<file path="src/rtl/mult_seq_controller.sv">
// Sequencing FSM for the shift-add multiplier datapath.
// Handles load, WIDTH iterations, a done pulse, and abort/reset.
module mult_seq_controller #(
   parameter int WIDTH = 32,
   parameter int CW    = $clog2(WIDTH+1)
) (
   input  logic          Clock,
   input  logic          Reset,
   input  logic          Start,
   input  logic          Abort,
   output logic          a_sel,
   output logic          b_sel,
   output logic          prod_sel,
   output logic          Shift_Enable,
   output logic          Busy,
   output logic          Done,
   output logic          Prod_Valid,
   output logic [CW-1:0] Iter_Count
);

   typedef enum logic [1:0] {
      IDLE = 2'd0,
      LOAD = 2'd1,
      ITER = 2'd2,
      DONE = 2'd3
   } state_t;

   localparam logic [CW-1:0] LAST = CW'(WIDTH - 1);
   localparam logic [CW-1:0] ONE  = CW'(1);

   state_t     state;
   logic [5:0] ctl;

   // Output bundle {a_sel,b_sel,prod_sel,Shift_Enable,Busy,Done} per state
   function automatic logic [5:0] ctl_of(input state_t s);
      logic [5:0] c;
      c = 6'b000000;
      case (s)
         IDLE: c = 6'b000000;
         LOAD: c = 6'b111010;
         ITER: c = 6'b000110;
         DONE: c = 6'b000001;
      endcase
      return c;
   endfunction

   assign {a_sel, b_sel, prod_sel, Shift_Enable, Busy, Done} = ctl;

   // State, iteration counter and registered outputs advance together
   always_ff @(posedge Clock) begin
      if (Reset) begin
         state      <= IDLE;
         ctl        <= ctl_of(IDLE);
         Iter_Count <= '0;
         Prod_Valid <= 1'b0;
      end else begin
         unique case (state)
            IDLE: begin
               if (Start) begin
                  state      <= LOAD;
                  ctl        <= ctl_of(LOAD);
                  Iter_Count <= '0;
                  Prod_Valid <= 1'b0;
               end
            end
            LOAD: begin
               if (Abort) begin
                  state      <= IDLE;
                  ctl        <= ctl_of(IDLE);
                  Iter_Count <= '0;
                  Prod_Valid <= 1'b0;
               end else begin
                  state <= ITER;
                  ctl   <= ctl_of(ITER);
               end
            end
            ITER: begin
               if (Abort) begin
                  state      <= IDLE;
                  ctl        <= ctl_of(IDLE);
                  Iter_Count <= '0;
                  Prod_Valid <= 1'b0;
               end else if (Iter_Count == LAST) begin
                  state      <= DONE;
                  ctl        <= ctl_of(DONE);
                  Iter_Count <= Iter_Count + ONE;
               end else begin
                  Iter_Count <= Iter_Count + ONE;
               end
            end
            DONE: begin
               state      <= IDLE;
               ctl        <= ctl_of(IDLE);
               Prod_Valid <= 1'b1;
            end
         endcase
      end
   end

endmodule

</file>
<file path="config.mk">
export PLATFORM = sky130hd
export DESIGN_NAME = mult_seq_controller
export DESIGN_NICKNAME = d
export VERILOG_FILES = /design/src/rtl/mult_seq_controller.sv
export SDC_FILE = /design/constraint.sdc
export NUM_CORES = 1
export LEC_CHECK = 0
export CAP_MARGIN = 20
export CELL_PAD_IN_SITES_DETAIL_PLACEMENT = 1
export CELL_PAD_IN_SITES_GLOBAL_PLACEMENT = 1
export CORE_ASPECT_RATIO = 1.1
export CORE_MARGIN = 5
export CORE_UTILIZATION = 31
export CTS_BUF_LIST = sky130_fd_sc_hd__clkbuf_4 sky130_fd_sc_hd__clkbuf_8 sky130_fd_sc_hd__clkbuf_16
export DETAILED_ROUTE_END_ITERATION = 8
export PLACE_DENSITY_LB_ADDON = 0.3
export SYNTH_ARGS = -nofsm -noshare
export SYNTH_HDL_FRONTEND = slang
export SYNTH_SLANG_ARGS = --single-unit
</file>
<file path="constraint.sdc">
create_clock -name Clock -period 2.11 [get_ports Clock]
set_clock_uncertainty 0.1 [all_clocks]
set_input_delay 0.422 -clock Clock [delete_from_list [all_inputs] [get_ports Clock]]
set_output_delay 0.422 -clock Clock [all_outputs]
set_load 0.01 [all_outputs]
</file>
# --- Yosys cells after proc, flatten, opt, wreduce, memory -nomap -nowiden ---
# Cells that the tools add are included.
op_classes:
  add_sub_neg: 1
  multipliers: 0
  eq_ne: 8
  shift: 0
  n_div: 0
  bitwise_logic: 0
  muxes: 17
  order_cmp: 0
  n_reduce_logical: 6
op_table:
  columns: ["op", "count"]
  rows:
  - ["$mux 6", 6]
  - ["$pmux 6 s4", 1]
  - ["$pmux 6 s3", 1]
  - ["$mux 2", 4]
  - ["$pmux 2 s4", 1]
  - ["$add 6x1->6 const B", 1]
  - ["$eq 6x5->1 const B", 1]
  - ["$eq 2x2->1 const B", 2]
  - ["$ne 2x2->1 const B", 2]
  - ["$reduce_and 2->1", 2]
  - ["$mux 3", 1]
  - ["$ne 3x3->1 const B", 1]
  - ["$pmux 1 s3", 1]
  - ["$reduce_and 3->1", 1]
  - ["$reduce_bool 3->1", 1]
  - ["$eq 2x1->1 const B", 1]
  - ["$logic_not 2->1", 1]
  - ["$mux 1", 2]
  - ["$ne 2x1->1 const B", 1]
  - ["$reduce_or 2->1", 1]
totals:
  register_bits: 15
  wordCells: 36
  input_bits: 4
  latch_bits: 0
  output_inout_bits: 13
  mem_count: 0
  ram_bits: 0
  rom_bits: 0

# --- Depth between registers and ports, before layout ---
logic_depth:
  word_depth: 4
  mapped_depth: 7
  mapped_depth_nobuf: 6

# --- Least setup slack after synthesis ---
# Ideal clock, no wire load.
synth_path:
  kind: "reg2reg"
  from: "register state[0]"
  to: "register ctl[1]"
  path_slack_ns: 0.050
  stages_incl_launch_ff: 8
  t_arrival_ns: 1.839
  required_ns: 1.888
  synth_period_minus_slack_ns: 2.060
  setup_time_ns: 0.122
  path_buffers: 1
  path_cell_list: "dfxtp_1 inv_1 ha_1 nor2b_4 or4_1 clkbuf_1 and2_1 o311a_1"
synth_between:
  elab_chain_cells: 3
  word_cells_on_any_way: 8
  classes_between: "eq/ne: 5; mux: 1; reduce/logical: 2"
synth_lines:
  columns: ["element", "line", "text"]
  rows:
  - ["from (decl)", "31", "state_t state;"]
  - ["from (signal assigned)", "52", "state <= IDLE;"]
  - ["from (signal assigned)", "60", "state <= LOAD;"]
  - ["from (signal assigned)", "68", "state <= IDLE;"]
  - ["$eq 2x2->1 or $logic_not 2->1 (tied branches)", "57", "unique case (state)"]
  - ["$ne 3x3->1 (no source line) or $ne 2x2->1 (tied branches)", null, null]
  - ["$reduce_and 2->1 (no source line)", null, null]
  - ["to (signal assigned)", "53", "ctl <= ctl_of(IDLE);"]
  - ["to (signal assigned)", "61", "ctl <= ctl_of(LOAD);"]
  - ["to (signal assigned)", "69", "ctl <= ctl_of(IDLE);"]
  - ["to (decl)", "32", "logic [5:0] ctl;"]
# Parallel ways exist; a longest one is shown, timed or not.
# A chain may end at the register's enable or synchronous reset.

# --- Final worst setup path ---
layout_path:
  from: "register state[1]"
  to: "register Iter_Count[4]"
layout_between:
  elab_chain_cells: 3
  word_cells_on_any_way: 8
  classes_between: "eq/ne: 4; mux: 1; reduce/logical: 3"
layout_lines:
  columns: ["element", "line", "text"]
  rows:
  - ["$eq 2x1->1, or another cell as far along", "57", null]
  - ["$ne 2x2->1 (no source line) or $reduce_bool 3->1 (tied branches)", null, null]
  - ["$reduce_and 3->1 (no source line)", null, null]
  - ["to (signal assigned)", "86", "Iter_Count <= Iter_Count + ONE;"]
  - ["to (signal assigned)", "88", "Iter_Count <= Iter_Count + ONE;"]
  - ["to (decl)", "18", "output logic [CW-1:0] Iter_Count"]
# Parallel ways exist; a longest one is shown, timed or not.

==> results by group <==
Global route
  • Vias in the first global route: ~790
  • GRT overflow: 0
  • Largest net degree at the start of global routing: 9
  • Initial antenna violation count: 0
  • GRT Total Usage: ~14%
  • Global-route wire length before repair: roughly 3600 um

Worst setup path
  • FF-to-FF End: Iter_Count[4]
  • End point of the critical path: Iter_Count[4]
  • Worst Setup End Kind: register
  • Crit-path max FO: 4
  • Critical Path RT: between 2000 and 2500 ps
  • WP data arrival: approximately 2200 ps
  • Worst R2R Start: state[1]
  • CP Class: register to register
  • Crit path cell chain: inv_1 -> ha_2 -> nor2b_1 -> or4_4 -> or4b_4 -> a21oi_2
  • Crit path from: state[1]
  • Slowest CP cell: or4b_4
  • R2R Setup Slk: 40 ps
  • Cells on worst reg2reg path: 6
  • Startpoint types: register
  • Worst path max stage delay: about 530 ps

Cells and area
  • Area Overhead vs Synth: 45.2%
  • Ratio of cells with drive above 1 in the final layout: between 20% and 30%
  • Nets: between 100 and 150
  • Ant. Diodes: 0
  • Final instance area: approximately 1000 um2
  • Non-filler cells, final: approximately 140

CTS
  • Root Buffer Master: clkbuf_4
  • CTS max path bufs: 2
  • CTS buffer count: 3
  • CTS tree: yes
  • Clock sink total: 13
  • # hold bufs at CTS: 0
  • Number of H-tree levels: 1
  • Skew-Pair Late Insertion Delay: 280 ps
  • Worst-path clk slew: approximately 90 ps

Routing
  • 1st-pass router iterations: 4
  • Vias per cell: 5.03
  • Vias: between 600 and 700
  • Iteration-0 DRC count of the detailed router: 14
  • DRC: 0
  • Total Routed Length: slightly above 2000 um
  • Routed length per instance: 14.8 um
  • Post-DRT Antenna Nets: 0

STA
  • Post-route minimum period: 2070 ps
  • Slew Limit Fails: 0
  • Tcrit/Tclk final: a little over nine tenths
  • Final hold slack: 391 ps
  • Fmax: 0.484 GHz
  • Least-Margin Pin Slew: 314 ps
  • Final Hold Viols: 0
  • Unrepaired setup endpoints after global routing: true
  • Final setup violation count: 0
  • Rel. slew slack: just under 80%

Power and ir drop
  • Pwr dens: between 500 and 600 nW/um2
  • Leakage power: ~0.41 nW
  • Max IR drop VDD: 0.293 mV

Die
  • Core Rows: 18
  • Die W: between 50 and 60 um
  • Die Y-Extent: between 60 and 70 um
  • Core area: approximately 2200 um2
  • Ports: 17
  • Initial Utilization: a little under a third
  • Die Area: ~3400 um2

Logic synthesis
  • Yosys top cell area share: between 30% and 40%
  • Number of unique standard cell types used by synthesis: 34
  • Async SR Flop Fraction: 0%
  • EDFF count, synth: 0
  • Synth area leaders: dfxtp_1, ha_1, a21oi_1
  • Largest area contributor in the netlist: dfxtp_1
  • Net Count, Synth: 92
  • Syn Area/Cell: between 8 and 9 um2
  • Synthesis Warnings: 0
  • Top cells by count, synth: dfxtp_1, a21oi_1, ha_1, inv_1, nand2_1
  • Mapped Area: ~700 um2
  • Register area share after synthesis: between 30% and 40%
  • Seq cells post-synth: 13
  • Primary FF master, synth: dfxtp_1
  • Most common cell in the netlist: dfxtp_1
  • Cell count after synthesis: 82

Place
  • Placed cell area: 965 um2
  • Placed Cells incl. Taps: 134
  • Routability cong.: between 0.7 and 0.8
  • Hpwl dp: between 1500 and 2000 um
  • IO buf count: 16

Outcome
  • Outcome: finished clean

Job
  • MaxCap Viol Count: 0

Worst hold path
  • Hold crit path type: register to register
==> how the worst min path moves through the flow <==
stage | end | cells past startpoint | from
floorplan | state[1] | 2 | state[1]
global placement | ctl[0] | 2 | ctl[0]
detailed placement | ctl[2] | 1 | ctl[2]
CTS | ctl[2] | 1 | ctl[2]
global route | ctl[2] | 1 | ctl[2]
finish | ctl[2] | 1 | ctl[2]
==> kinds of logic (layout without fill, tap and decap cells) <==
family / count (synthesis) / after routing / synth area share, %
buffers and inverters: 11 / 38 / 6.87
AOI/OAI and AO/OA: 21 / 21 / 18.0
DFF: 13 / 13 / 36.6
adders and majority gates: 6 / 6 / 10.6
muxes: 1 / 1 / 1.41
and+or+nand+nor: 30 / 30 / 26.6
==> worst max-delay path: cells and delay by family, from the launching register on <==
kind,cells,cell delay [ps]
simple gates,3,1170
flops,1,330
fa+ha+maj,1,190
compound gates,1,140
buf+inv,1,70
==> sequential cells by signal, indices dropped and copies added (netlist names) <==
| name | count |
|---|---|
| Prod_Valid | 1 |
| ctl | 4 |
| state | 2 |
| Iter_Count | 6 |
==> final cells by class <==
type | count | area [um2]
Timing Repair Buffer | 28 | 253
Inverter | 6 | 22.5
Clock buffer | 4 | 30.0
Fill cell | 268 | 1200
Sequential cell | 13 | 263
Multi-Input combinational cell | 58 | 427
Tap cell | 30 | 37.5
==> power breakdown <==
part / internal [mW] / switching, mW / total [mW]
sequential: 0.255 / 0.00720 / 0.262
clock: 0.0862 / 0.0855 / 0.172
combinational: 0.0685 / 0.0609 / 0.129
total: 0.410 / 0.154 / 0.563
==> per-stage QoR <==
step / worst slack (ps) / setup TNS (ps) / power [mW] / util [%]
after global routing: -34.8 / -34.8 / 0.602 / 46.3
final: 43.9 / 0 / 0.563 / 46.3
after CTS: 2.18 / 0 / 0.572 / 45.0
after detailed placement: -243 / -1500 / 0.392 / 43.3
after global placement: -203 / -1130 / 0.386 / 43.3
after floorplan: 49.7 / 0 / 0.333 / -
==> repair_timing <==
item / 4_1_cts / 5_1_grt
pin swaps: 1 / 1
setup buffers: 1 / 0
resized for setup: 2 / 9
endpoints found under the hold margin: 0 / 0
setup endpoints to repair: 1 / 3
==> routing by layer <==
| layer | GRT usage, % | part of all wire (%) |
|---|---|---|
| met2 | 27.7 | 53 |
| met5 | 0 | 0 |
| met4 | 7.29 | 1.6 |
| met1 | 13.7 | 42 |
| met3 | 3.02 | 3.5 |
==> layout by cell type, fill, tap and decap left out, types with 4 or more instances in the layout <==
cell / netlist / layout
a21oi_1: 6 / 5
buf_4: 2 / 12
clkbuf_4: 0 / 4
clkdlybuf4s50_1: 0 / 15
dfxtp_1: 13 / 11
inv_1: 6 / 5
nand2_1: 6 / 6
nor2_1: 4 / 4
o21ai_0: 5 / 4
(Power assumes the default switching activity.)
==> variant: new RTL, same settings <==
Register the output `Done`, without a reset; this adds one clock of latency there. The other outputs are not delayed to match.
--- a/src/rtl/mult_seq_controller.sv
+++ b/src/rtl/mult_seq_controller.sv
@@ -28,6 +28,8 @@
    localparam logic [CW-1:0] LAST = CW'(WIDTH - 1);
    localparam logic [CW-1:0] ONE  = CW'(1);
 
+   logic Done_d;
+
    state_t     state;
    logic [5:0] ctl;
 
@@ -44,7 +46,7 @@
       return c;
    endfunction
 
-   assign {a_sel, b_sel, prod_sel, Shift_Enable, Busy, Done} = ctl;
+   assign {a_sel, b_sel, prod_sel, Shift_Enable, Busy, Done_d} = ctl;
 
    // State, iteration counter and registered outputs advance together
    always_ff @(posedge Clock) begin
@@ -97,5 +99,9 @@
       end
    end
 
+   always_ff @(posedge Clock) begin
+      Done <= Done_d;
+   end
+
 endmodule
 
Check against the original RTL: same outputs for any inputs over 10 cycles, from zero or initial values and one cycle with Reset high; that may be too few to reach the edited logic, so the function may still have changed.
==> variant against the unedited design <==
  * Sequential share of layout area up 1.6 points
  * Critical path type unchanged
  * Synthesized area rose by 2.5%
  * Worst setup slack gained 40 ps
  * Maximum frequency up 2.0%
  * Count of clock-buffer cells in the layout unchanged
  * Via count is 4.4% higher
  * Clock power grew 18%
  * Sequential cell count rose by 1
  * Total power increased by 7.9%
  * Sequential power rose by 6%
  * Final area rose by 1.2%
  * Wire length is 6.0% lower
==> variant: results (changes against the unedited design) <==
Outcome
  • Status: finished, final reports clean (unchanged)

Setup path
  • Slowest CP cell: or4_4 (was or4b_4)
  • Critical R2R Capture: Iter_Count[3] (was Iter_Count[4])
  • Worst Setup EP: Iter_Count[3] (was Iter_Count[4])

Routing
  • DR pass1 iterations: 2 (was 4)
  • Vias per cell: 5.141 (was 5.029)
  • Met2 WL: 982 um (was 1.084 mm)
  • WL met3: 103 um (was 72 um)
  • Routed via count: 730 (was 699)
  • Average wire per standard cell: 13.65 um (was 14.83 um)

Clocking
  • Resized cells post-CTS: 1 (was 2)

Global route
  • First-pass GRT wire length: 3.394 mm (was 3.643 mm)
  • GR Layer Usage met3: 3.404% (was 3.024%)
  • Met2 Use GR: 22.70% (was 27.70%)
  • Number of global-route vias before repair: 754 (was 787)
  • Largest net degree at the start of global routing: 16 (was 9)
  • Overall Global Routing Usage: 12.72% (was 13.99%)

Power
  • Leakage: 0.4066 nW (was 0.4084 nW)
  • Worst vdd ir: 0.0003996 V (was 0.0002931 V)

Yosys
  • Cells after synthesis: 83 (was 82)
  • Multiplexer share of the synthesized area: 2.921% (was 1.408%)
  • Top cells by count, synth: dfxtp_1 (14), nand3_1 (9), a21oi_1 (8) (was dfxtp_1 (13), a21oi_1 (6), ha_1 (6), inv_1 (6), nand2_1 (6))
  • Synth cell types: 30 (was 34)
  • Synth area leaders: dfxtp_1 (38%), ha_1 (10%), nand3_1 (6.2%) (was dfxtp_1 (37%), ha_1 (11%), a21oi_1 (4.2%))
  • Syn Nets: 93 (was 92)

Cells and area
  • Area growth syn-to-layout: 43.47% (was 45.25%)
  • Nets: 123 (was 120)
  • Fraction of layout cells with a size suffix above 1: 22.32% (was 26.61%)

Placement
  • GP Congestion: 0.7450 (was 0.7381)
  • Placed inst area: 982.2 um^2 (was 964.7 um^2)
-- variant: cell count changes in the layout (fill, tap and decap cells not counted), moves of 2 or more --
cell / change
nand3_1: +7
ha_2: -2
o21ai_1: -3
ha_1: +3
nor2_1: +3
nand4_1: -3
a21oi_1: +3
nand2_1: -4
-- variant: area by class of cell --
class | instances | area share, %
clock buffer | 4 | 3.473
inverter | 5 | 1.796
multi-input combinational | 61 | 40.12
sequential | 14 | 27.07
tap | 30 | 3.593
timing repair buffer | 28 | 23.95
-- variant: worst min path at each step --
| stage | slack (ps) | end |
|---|---|---|
| after floorplan | 230 | Done |
| after global placement | 240 | Done |
| after detailed placement | 240 | Done |
| after CTS | 260 | Done |
| after global routing | 280 | Done |
| final | 260 | Done |
-- variant: power by group through the flow --
stage	clock network [mW]	registers, mW	logic (mW)
final	0.203	0.278	0.126
after global routing	0.222	0.279	0.136
after CTS	0.207	0.280	0.120
after detailed placement	0	0.286	0.119
after global placement	0	0.285	0.116
after floorplan	0	0.287	0.0616
